<file path="config.mk">
export PLATFORM = sky130hd
export DESIGN_NAME = csr_exc_rpt
export DESIGN_NICKNAME = d
export VERILOG_FILES = /design/src/rtl/csr_exc_rpt.sv
export SDC_FILE = /design/constraint.sdc
export NUM_CORES = 1
export LEC_CHECK = 0
export ABC_AREA = 1
export CORE_ASPECT_RATIO = 1.75
export CORE_MARGIN = 2
export CORE_UTILIZATION = 40
export DETAILED_ROUTE_END_ITERATION = 8
export PLACE_DENSITY = 0.72
export SLEW_MARGIN = 20
export SYNTH_ARGS = -nofsm -noshare
export SYNTH_HDL_FRONTEND = slang
export SYNTH_SLANG_ARGS = --single-unit
</file>
<file path="constraint.sdc">
create_clock -name clk -period 2.65 [get_ports clk]
set_input_delay 0.3975 -clock clk [delete_from_list [all_inputs] [get_ports clk]]
set_output_delay 0.3975 -clock clk [all_outputs]
set_load 0.005 [all_outputs]
</file>
<file path="src/rtl/csr_exc_rpt.sv">
// Host-side exception reporter: round-robin scan of per-thread exception CSRs,
// one record per thread over valid/ready, clear pulse back, plus a status read port.
module csr_exc_rpt #(
   parameter int NUM_TRD  = 8,
   parameter int CODE_W   = 4,
   parameter int CLR_WAIT = 1,
   localparam int TRD_W   = $clog2(NUM_TRD)
) (
   input  logic                      clk,
   input  logic                      rst_n,
   input  logic                      rpt_en,
   input  logic [NUM_TRD-1:0]        exc_pend,
   input  logic [NUM_TRD*CODE_W-1:0] exc_code,
   input  logic [NUM_TRD-1:0]        valid_trd,
   input  logic [NUM_TRD-1:0]        run_trd,
   output logic [NUM_TRD-1:0]        clr_ex,
   output logic                      rpt_valid,
   input  logic                      rpt_ready,
   output logic [TRD_W-1:0]          rpt_trd,
   output logic [CODE_W-1:0]         rpt_code,
   output logic                      irq,
   input  logic                      rd_en,
   input  logic [TRD_W-1:0]          rd_trd,
   output logic                      rd_vld,
   output logic [CODE_W+2:0]         rd_data
);

   localparam int CNT_W = $clog2(CLR_WAIT + 1);

   localparam logic [1:0] ST_IDLE   = 2'd0;
   localparam logic [1:0] ST_REPORT = 2'd1;
   localparam logic [1:0] ST_CLEAR  = 2'd2;
   localparam logic [1:0] ST_WAIT   = 2'd3;

   logic [1:0]         state_reg, state_next;
   logic [TRD_W-1:0]   ptr_reg, ptr_next;
   logic [CNT_W-1:0]   cnt_reg, cnt_next;
   logic [NUM_TRD-1:0] clr_reg, clr_next;
   logic               valid_reg, valid_next;
   logic [TRD_W-1:0]   trd_reg, trd_next;
   logic [CODE_W-1:0]  code_reg, code_next;
   logic               rd_vld_reg;
   logic [CODE_W+2:0]  rd_data_reg;

   logic [CODE_W-1:0]  code_arr [NUM_TRD];
   logic [NUM_TRD-1:0] clr_onehot;
   logic               sel_found;
   logic [TRD_W-1:0]   sel_trd;
   logic [TRD_W-1:0]   scan_idx;

   genvar gi;
   generate
      for (gi = 0; gi < NUM_TRD; gi++) begin : g_trd
         assign code_arr[gi]   = exc_code[gi*CODE_W +: CODE_W];
         assign clr_onehot[gi] = (trd_reg == TRD_W'(gi));
      end
   endgenerate

   // Walk offsets from the far end so the smallest offset from ptr wins.
   always_comb begin
      sel_found = 1'b0;
      sel_trd   = '0;
      scan_idx  = '0;
      for (int i = NUM_TRD - 1; i >= 0; i--) begin
         scan_idx = ptr_reg + TRD_W'(i);
         if (exc_pend[scan_idx]) begin
            sel_found = 1'b1;
            sel_trd   = scan_idx;
         end
      end
   end

   always_comb begin
      state_next = state_reg;
      ptr_next   = ptr_reg;
      cnt_next   = cnt_reg;
      clr_next   = '0;
      valid_next = valid_reg;
      trd_next   = trd_reg;
      code_next  = code_reg;
      case (state_reg)
         ST_IDLE: begin
            if (rpt_en && sel_found) begin
               state_next = ST_REPORT;
               valid_next = 1'b1;
               trd_next   = sel_trd;
               code_next  = code_arr[sel_trd];
            end
         end
         ST_REPORT: begin
            if (rpt_ready) begin
               valid_next = 1'b0;
               clr_next   = clr_onehot;
               ptr_next   = trd_reg + TRD_W'(1);
               state_next = ST_CLEAR;
            end
         end
         ST_CLEAR: begin
            cnt_next   = CNT_W'(CLR_WAIT);
            state_next = ST_WAIT;
         end
         ST_WAIT: begin
            // Pending bits are ignored here so a not-yet-cleared bit is not reported twice.
            if (cnt_reg <= CNT_W'(1)) begin
               cnt_next   = '0;
               state_next = ST_IDLE;
            end else begin
               cnt_next = cnt_reg - CNT_W'(1);
            end
         end
         default: state_next = ST_IDLE;
      endcase
   end

   always_ff @(posedge clk) begin
      if (!rst_n) begin
         state_reg <= ST_IDLE;
         ptr_reg   <= '0;
         cnt_reg   <= '0;
         clr_reg   <= '0;
         valid_reg <= 1'b0;
         trd_reg   <= '0;
         code_reg  <= '0;
      end else begin
         state_reg <= state_next;
         ptr_reg   <= ptr_next;
         cnt_reg   <= cnt_next;
         clr_reg   <= clr_next;
         valid_reg <= valid_next;
         trd_reg   <= trd_next;
         code_reg  <= code_next;
      end
   end

   // Status read port runs beside the FSM and never touches the CSRs.
   always_ff @(posedge clk) begin
      if (!rst_n) begin
         rd_vld_reg  <= 1'b0;
         rd_data_reg <= '0;
      end else begin
         rd_vld_reg <= rd_en;
         if (rd_en) begin
            rd_data_reg <= {run_trd[rd_trd], valid_trd[rd_trd], exc_pend[rd_trd], code_arr[rd_trd]};
         end
      end
   end

   assign clr_ex    = clr_reg;
   assign rpt_valid = valid_reg;
   assign irq       = valid_reg;
   assign rpt_trd   = trd_reg;
   assign rpt_code  = code_reg;
   assign rd_vld    = rd_vld_reg;
   assign rd_data   = rd_data_reg;

endmodule

</file>
## Yosys cells after proc, flatten, opt, wreduce, memory -nomap -nowiden

Index checks and enable logic that the tools add are counted.

| storage, ports and cells | value |
|---|---|
| register bits after elaboration | 30 |
| input port bits | 64 |
| word-level logic and storage cells | 108 |

| operators by class | value |
|---|---|
| add/subtract/negate cells | 9 |
| $lt $le $gt $ge | 12 |
| eq/ne operators | 13 |
| muxes and demuxes | 53 |
| bitwise operators | 2 |
| reduce and logical (&&, ||, !) cells | 10 |

Operators with widths:

| kind | number |
|---|---|
| $lt 3x4->1 const B | 9 |
| $bmux 1 s3 | 11 |
| $bmux 4 s3 | 2 |
| $mux 3 | 8 |
| $mux 1 | 22 |
| $mux 4 | 4 |
| $add 3x3->3 const B | 4 |
| $eq 3x3->1 const B | 4 |
| $reduce_and 3->1 | 3 |
| $ge 4x4->1 const B | 2 |
| $not 3->4 | 2 |
| $pmux 2 s4 | 1 |
| $add 3x1->3 const B | 2 |
| $add 3x2->3 const B | 2 |
| $eq 3x2->1 const B | 2 |
| $mux 2 | 3 |
| $ne 2x2->1 const B | 3 |
| $eq 2x2->1 const B | 2 |
| $pmux 1 s2 | 2 |
| $reduce_and 2->1 | 2 |
| $reduce_bool 2->1 | 2 |
| $eq 3x1->1 const B | 1 |
| $logic_not 3->1 | 1 |
| $eq 2x1->1 const B | 1 |
| other kinds (4) | 4 |

## Depth between registers and ports, before layout

| depth | value |
|---|---|
| depth after elaboration | 15 |
| mapped depth | 23 |
| gate-level depth less buffers | 22 |

## Worst setup path before layout

OpenSTA, ideal clock, no wires.

| timing path | value |
|---|---|
| path type | register -> register |
| start | reg ptr_reg[1] |
| end | reg code_reg[0] (netlist: rpt_code[0]) |
| arrival time | 2.180 ns |
| required time | 2.524 ns |
| path slack | 0.344 ns |
| cell stages (with the launch flop) | 24 |
| buffers on the path | 2 |
| period minus slack after synthesis | 2.306 ns |
| path through | dfxtp_1 -> buf_6 -> inv_6 -> ha_1 -> inv_1 -> nand3_1 -> nand3_2 -> nand2_2 -> inv_2 -> nand2_1 -> nand2_1 -> nand2_1 -> nand2_1 -> nand2_1 -> nand2_2 -> nand2_4 -> nand2_4 -> buf_6 -> nand2_1 -> nand2_1 -> nand2_1 -> nand3_1 -> nand2_1 -> a21oi_1 |

| between the ends | value |
|---|---|
| cells in the longest elaborated chain, start to end | 15 |
| elaborated cells on any way between the ends | 45 |

RTL lines:

| item | line | text |
|---|---|---|
| start, declared | 36 | `logic [TRD_W-1:0] ptr_reg, ptr_next;` |
| start signal, assigned | 126 | `ptr_reg <= ptr_next;` |
| $add 3x3->3 | 65 | `scan_idx = ptr_reg + TRD_W'(i);` |
| $bmux 1 s3 | 66 | `if (exc_pend[scan_idx]) begin` |
| $mux 1 (implied by the code) | 66 |  |
| $mux 3 (8 in series) | 66 |  |
| $not 3->4 (implied by the code) | 87 | `code_next = code_arr[sel_trd];` |
| $bmux 4 s3 | 87 |  |
| $mux 4 (implied by the code) (2 in series) | 87 |  |
| end signal, assigned | 131 | `code_reg <= code_next;` |
| end, declared | 41 | `logic [CODE_W-1:0] code_reg, code_next;` |

Several ways; a longest one is shown, not always the timed one. The select of a mux whose other input is x is not followed.
A chain may end at the register's enable or synchronous reset.

## Final worst setup path

| timing path | value |
|---|---|
| start | reg ptr_reg[1] |
| end | reg valid_reg (netlist: irq) |

| between the ends | value |
|---|---|
| cells in the longest elaborated chain, start to end | 14 |
| elaborated cells on any way between the ends | 34 |

RTL lines:

| item | line | text |
|---|---|---|
| $add 3x3->3 | 65 |  |
| $bmux 1 s3 | 66 |  |
| $mux 1 (implied by the code) | 66 |  |
| $mux 1 (7 in series) | 66 |  |
| $mux 1 (*) | 66 |  |
| $logic_and 1x1->1 (*) | 83 | `if (rpt_en && sel_found) begin` |
| $ne 2x2->1 (no line) (*) | -- |  |
| $reduce_and 3->1 (no line) (*) | -- |  |
| end signal, assigned | 129 | `valid_reg <= valid_next;` |
| end, declared | 39 | `logic valid_reg, valid_next;` |

Mark *: on every way between the ends. The rest lies on a longest branch, timed or not. The select of a mux whose other input is x is not followed.

==> run metrics <==
CP max FO=10; Post-synth EDFFs=0; outcome=completed; Post-Syn Area per Cell=6.28 um2; Boundary Pins=89; clk buf depth=2; clock skew=1.88 ps; Total Nets Final=586; worst slack at placement=-53.1 ps; global-route wire length before repair=13.4 mm; Synth Cell Area=2610 um2; type of the worst setup path=reg2reg; ys flop type=dfxtp_1; placed cells=578; VDD IR max=0.403 mV; DRC Markers=0; ant diodes=0; GRT Total Usage=0.236; clk root buf=clkbuf_16; initial drt markers=137; final setup vio count=0; Achievable Freq=405 MHz; Design Area, Final=3910 um2; Vias=3077; Tcrit/Tclk final=0.931; CP startpoint kind=register; Crit. End Element=register; sequential share of the synthesized area=0.222; Layout Utilization=0.606; Die Wd=65.1 um; Req. time, crit path=2820 ps; GRT overflow=0; worst-margin pin slew=528 ps; overall power=3.53 mW; I/O Buffers=88; cell taking the most area after synthesis=dfxtp_1; Hold Slack=500 ps; die height=111 um; DP HPWL=6.53 mm; RePlAce Congestion=0.984; Arr. time, crit path=2640 ps; leakage=1.81 nW; largest net degree at the start of global routing=43; synth warn=0; total CTS buffers=5; Final Hold Viols=0; Synth Register Bits=29; pwr dens=904 nW/um2; Synth cell types=28; Core Box Area=6440 um2; Initial Util=0.406; die area=7220 um2; hold-fix buffers at CTS=0; vias in the first global route=3030; syn nets=492; commonest cells in the netlist=nand2_1, nand3_1, inv_1, o21ai_0, a21oi_1; asr flop ratio synth=0; final WL=8.38 mm; max reg flops=8; WL/cell=14.1 um; via-per-instance ratio=5.19; max cap viols=0; Yosys top cell area share=0.222; synth top area cells=dfxtp_1, nand2_1, nand3_1, o21ai_0, a21oi_1; Synth Instances=416; CTS clk-pin slew, worst paths=50 ps; fin. max-slew vios=0; Hold Crit Class=reg2reg; top-count cell post-synth=nand2_1; Min Clock Period, post-route=2470 ps; Clock Sink Count=29; final setup margin=183 ps; Rel. slew slack=0.647; clk_lat worst skew=270 ps; num rows=39; layout cells sized above 1=0.145; Area Growth Syn to Fin=49.4%; final setup TNS=0 ps; CTS HTree Levels=2; Final ANT Viol Nets=0; fin cells=593; Placed Area=3590 um2; CTS tree=done; initial antenna violation count=0; TritonRoute pass-1 iters=4
[critical path: stages (launching register included)]
cell	delay, ps
dfxtp_2	370
inv_6	70
ha_4	280
buf_6	120
nand3_1	110
nand3_1	120
nand2_2	80
inv_2	90
nand4_1	190
o31ai_4	380
nand2_2	130
buf_4	150
a221oi_1	260
[what timing repair did]
item	CTS	global route
resized for setup	1	22
setup endpoints to repair	5	10
pin swaps	0	5
buffers inserted	0	7
cloned	0	0
[where the power goes]
| group | total (mW) | internal (mW) | leakage, nW | switching (mW) |
|---|---|---|---|---|
| clock network | 0.578 | 0.396 | 0.0799 | 0.182 |
| logic | 2.36 | 0.940 | 1.49 | 1.42 |
| registers | 0.598 | 0.525 | 0.239 | 0.0724 |
| total | 3.53 | 1.86 | 1.81 | 1.67 |
[cells in the final DEF, fill, tap and decap left out, types with 5 or more instances in the layout]
cell             count
o211ai_1             7
nand2_1             96
o21ai_0             47
nand2_2             18
clkdlybuf4s50_1     88
inv_1               45
nand3_2             10
a21oi_1             38
clkbuf_16            5
ha_1                11
nor3_1               7
nand3_1             49
inv_2               10
mux2i_1             14
buf_4               10
dfxtp_1             27
[logic make-up after synthesis]
family / Yosys count / share of synthesized area
simple gates: 189 / 0.337
compound gates: 98 / 0.199
buf+inv: 73 / 0.124
flops: 29 / 0.222
mux: 14 / 0.0536
fa+ha+maj: 12 / 0.0574
xor+xnor: 1 / 0.00622
[per-layer routing]
metal / track usage / part of all wire / wire length, um
met1: 0.235 / 0.36 / 3020
met2: 0.441 / 0.55 / 4590
met3: 0.0457 / 0.042 / 351
met4: 0.125 / 0.050 / 416
met5: 0 / 0 / 0
[worst paths after layout]
| path | slack, ps | cells after the start | from | to |
|---|---|---|---|---|
| setup reg to reg | 180 | 12 | ptr_reg[1] | irq |
| setup / recovery | 180 | 12 | ptr_reg[1] | irq |
| hold / removal | 500 | 2 | irq | irq |
| hold reg to reg | 500 | 2 | irq | irq |
[layout make-up]
cell class	count	area [um2]
Clock buffer	7	153
Clock inverter	1	5.00
Fill cell	658	2540
Inverter	56	215
Multi-Input combinational cell	314	1790
Sequential cell	29	583
Tap cell	82	103
Timing Repair Buffer	104	1050
(Power assumes the default switching activity.)
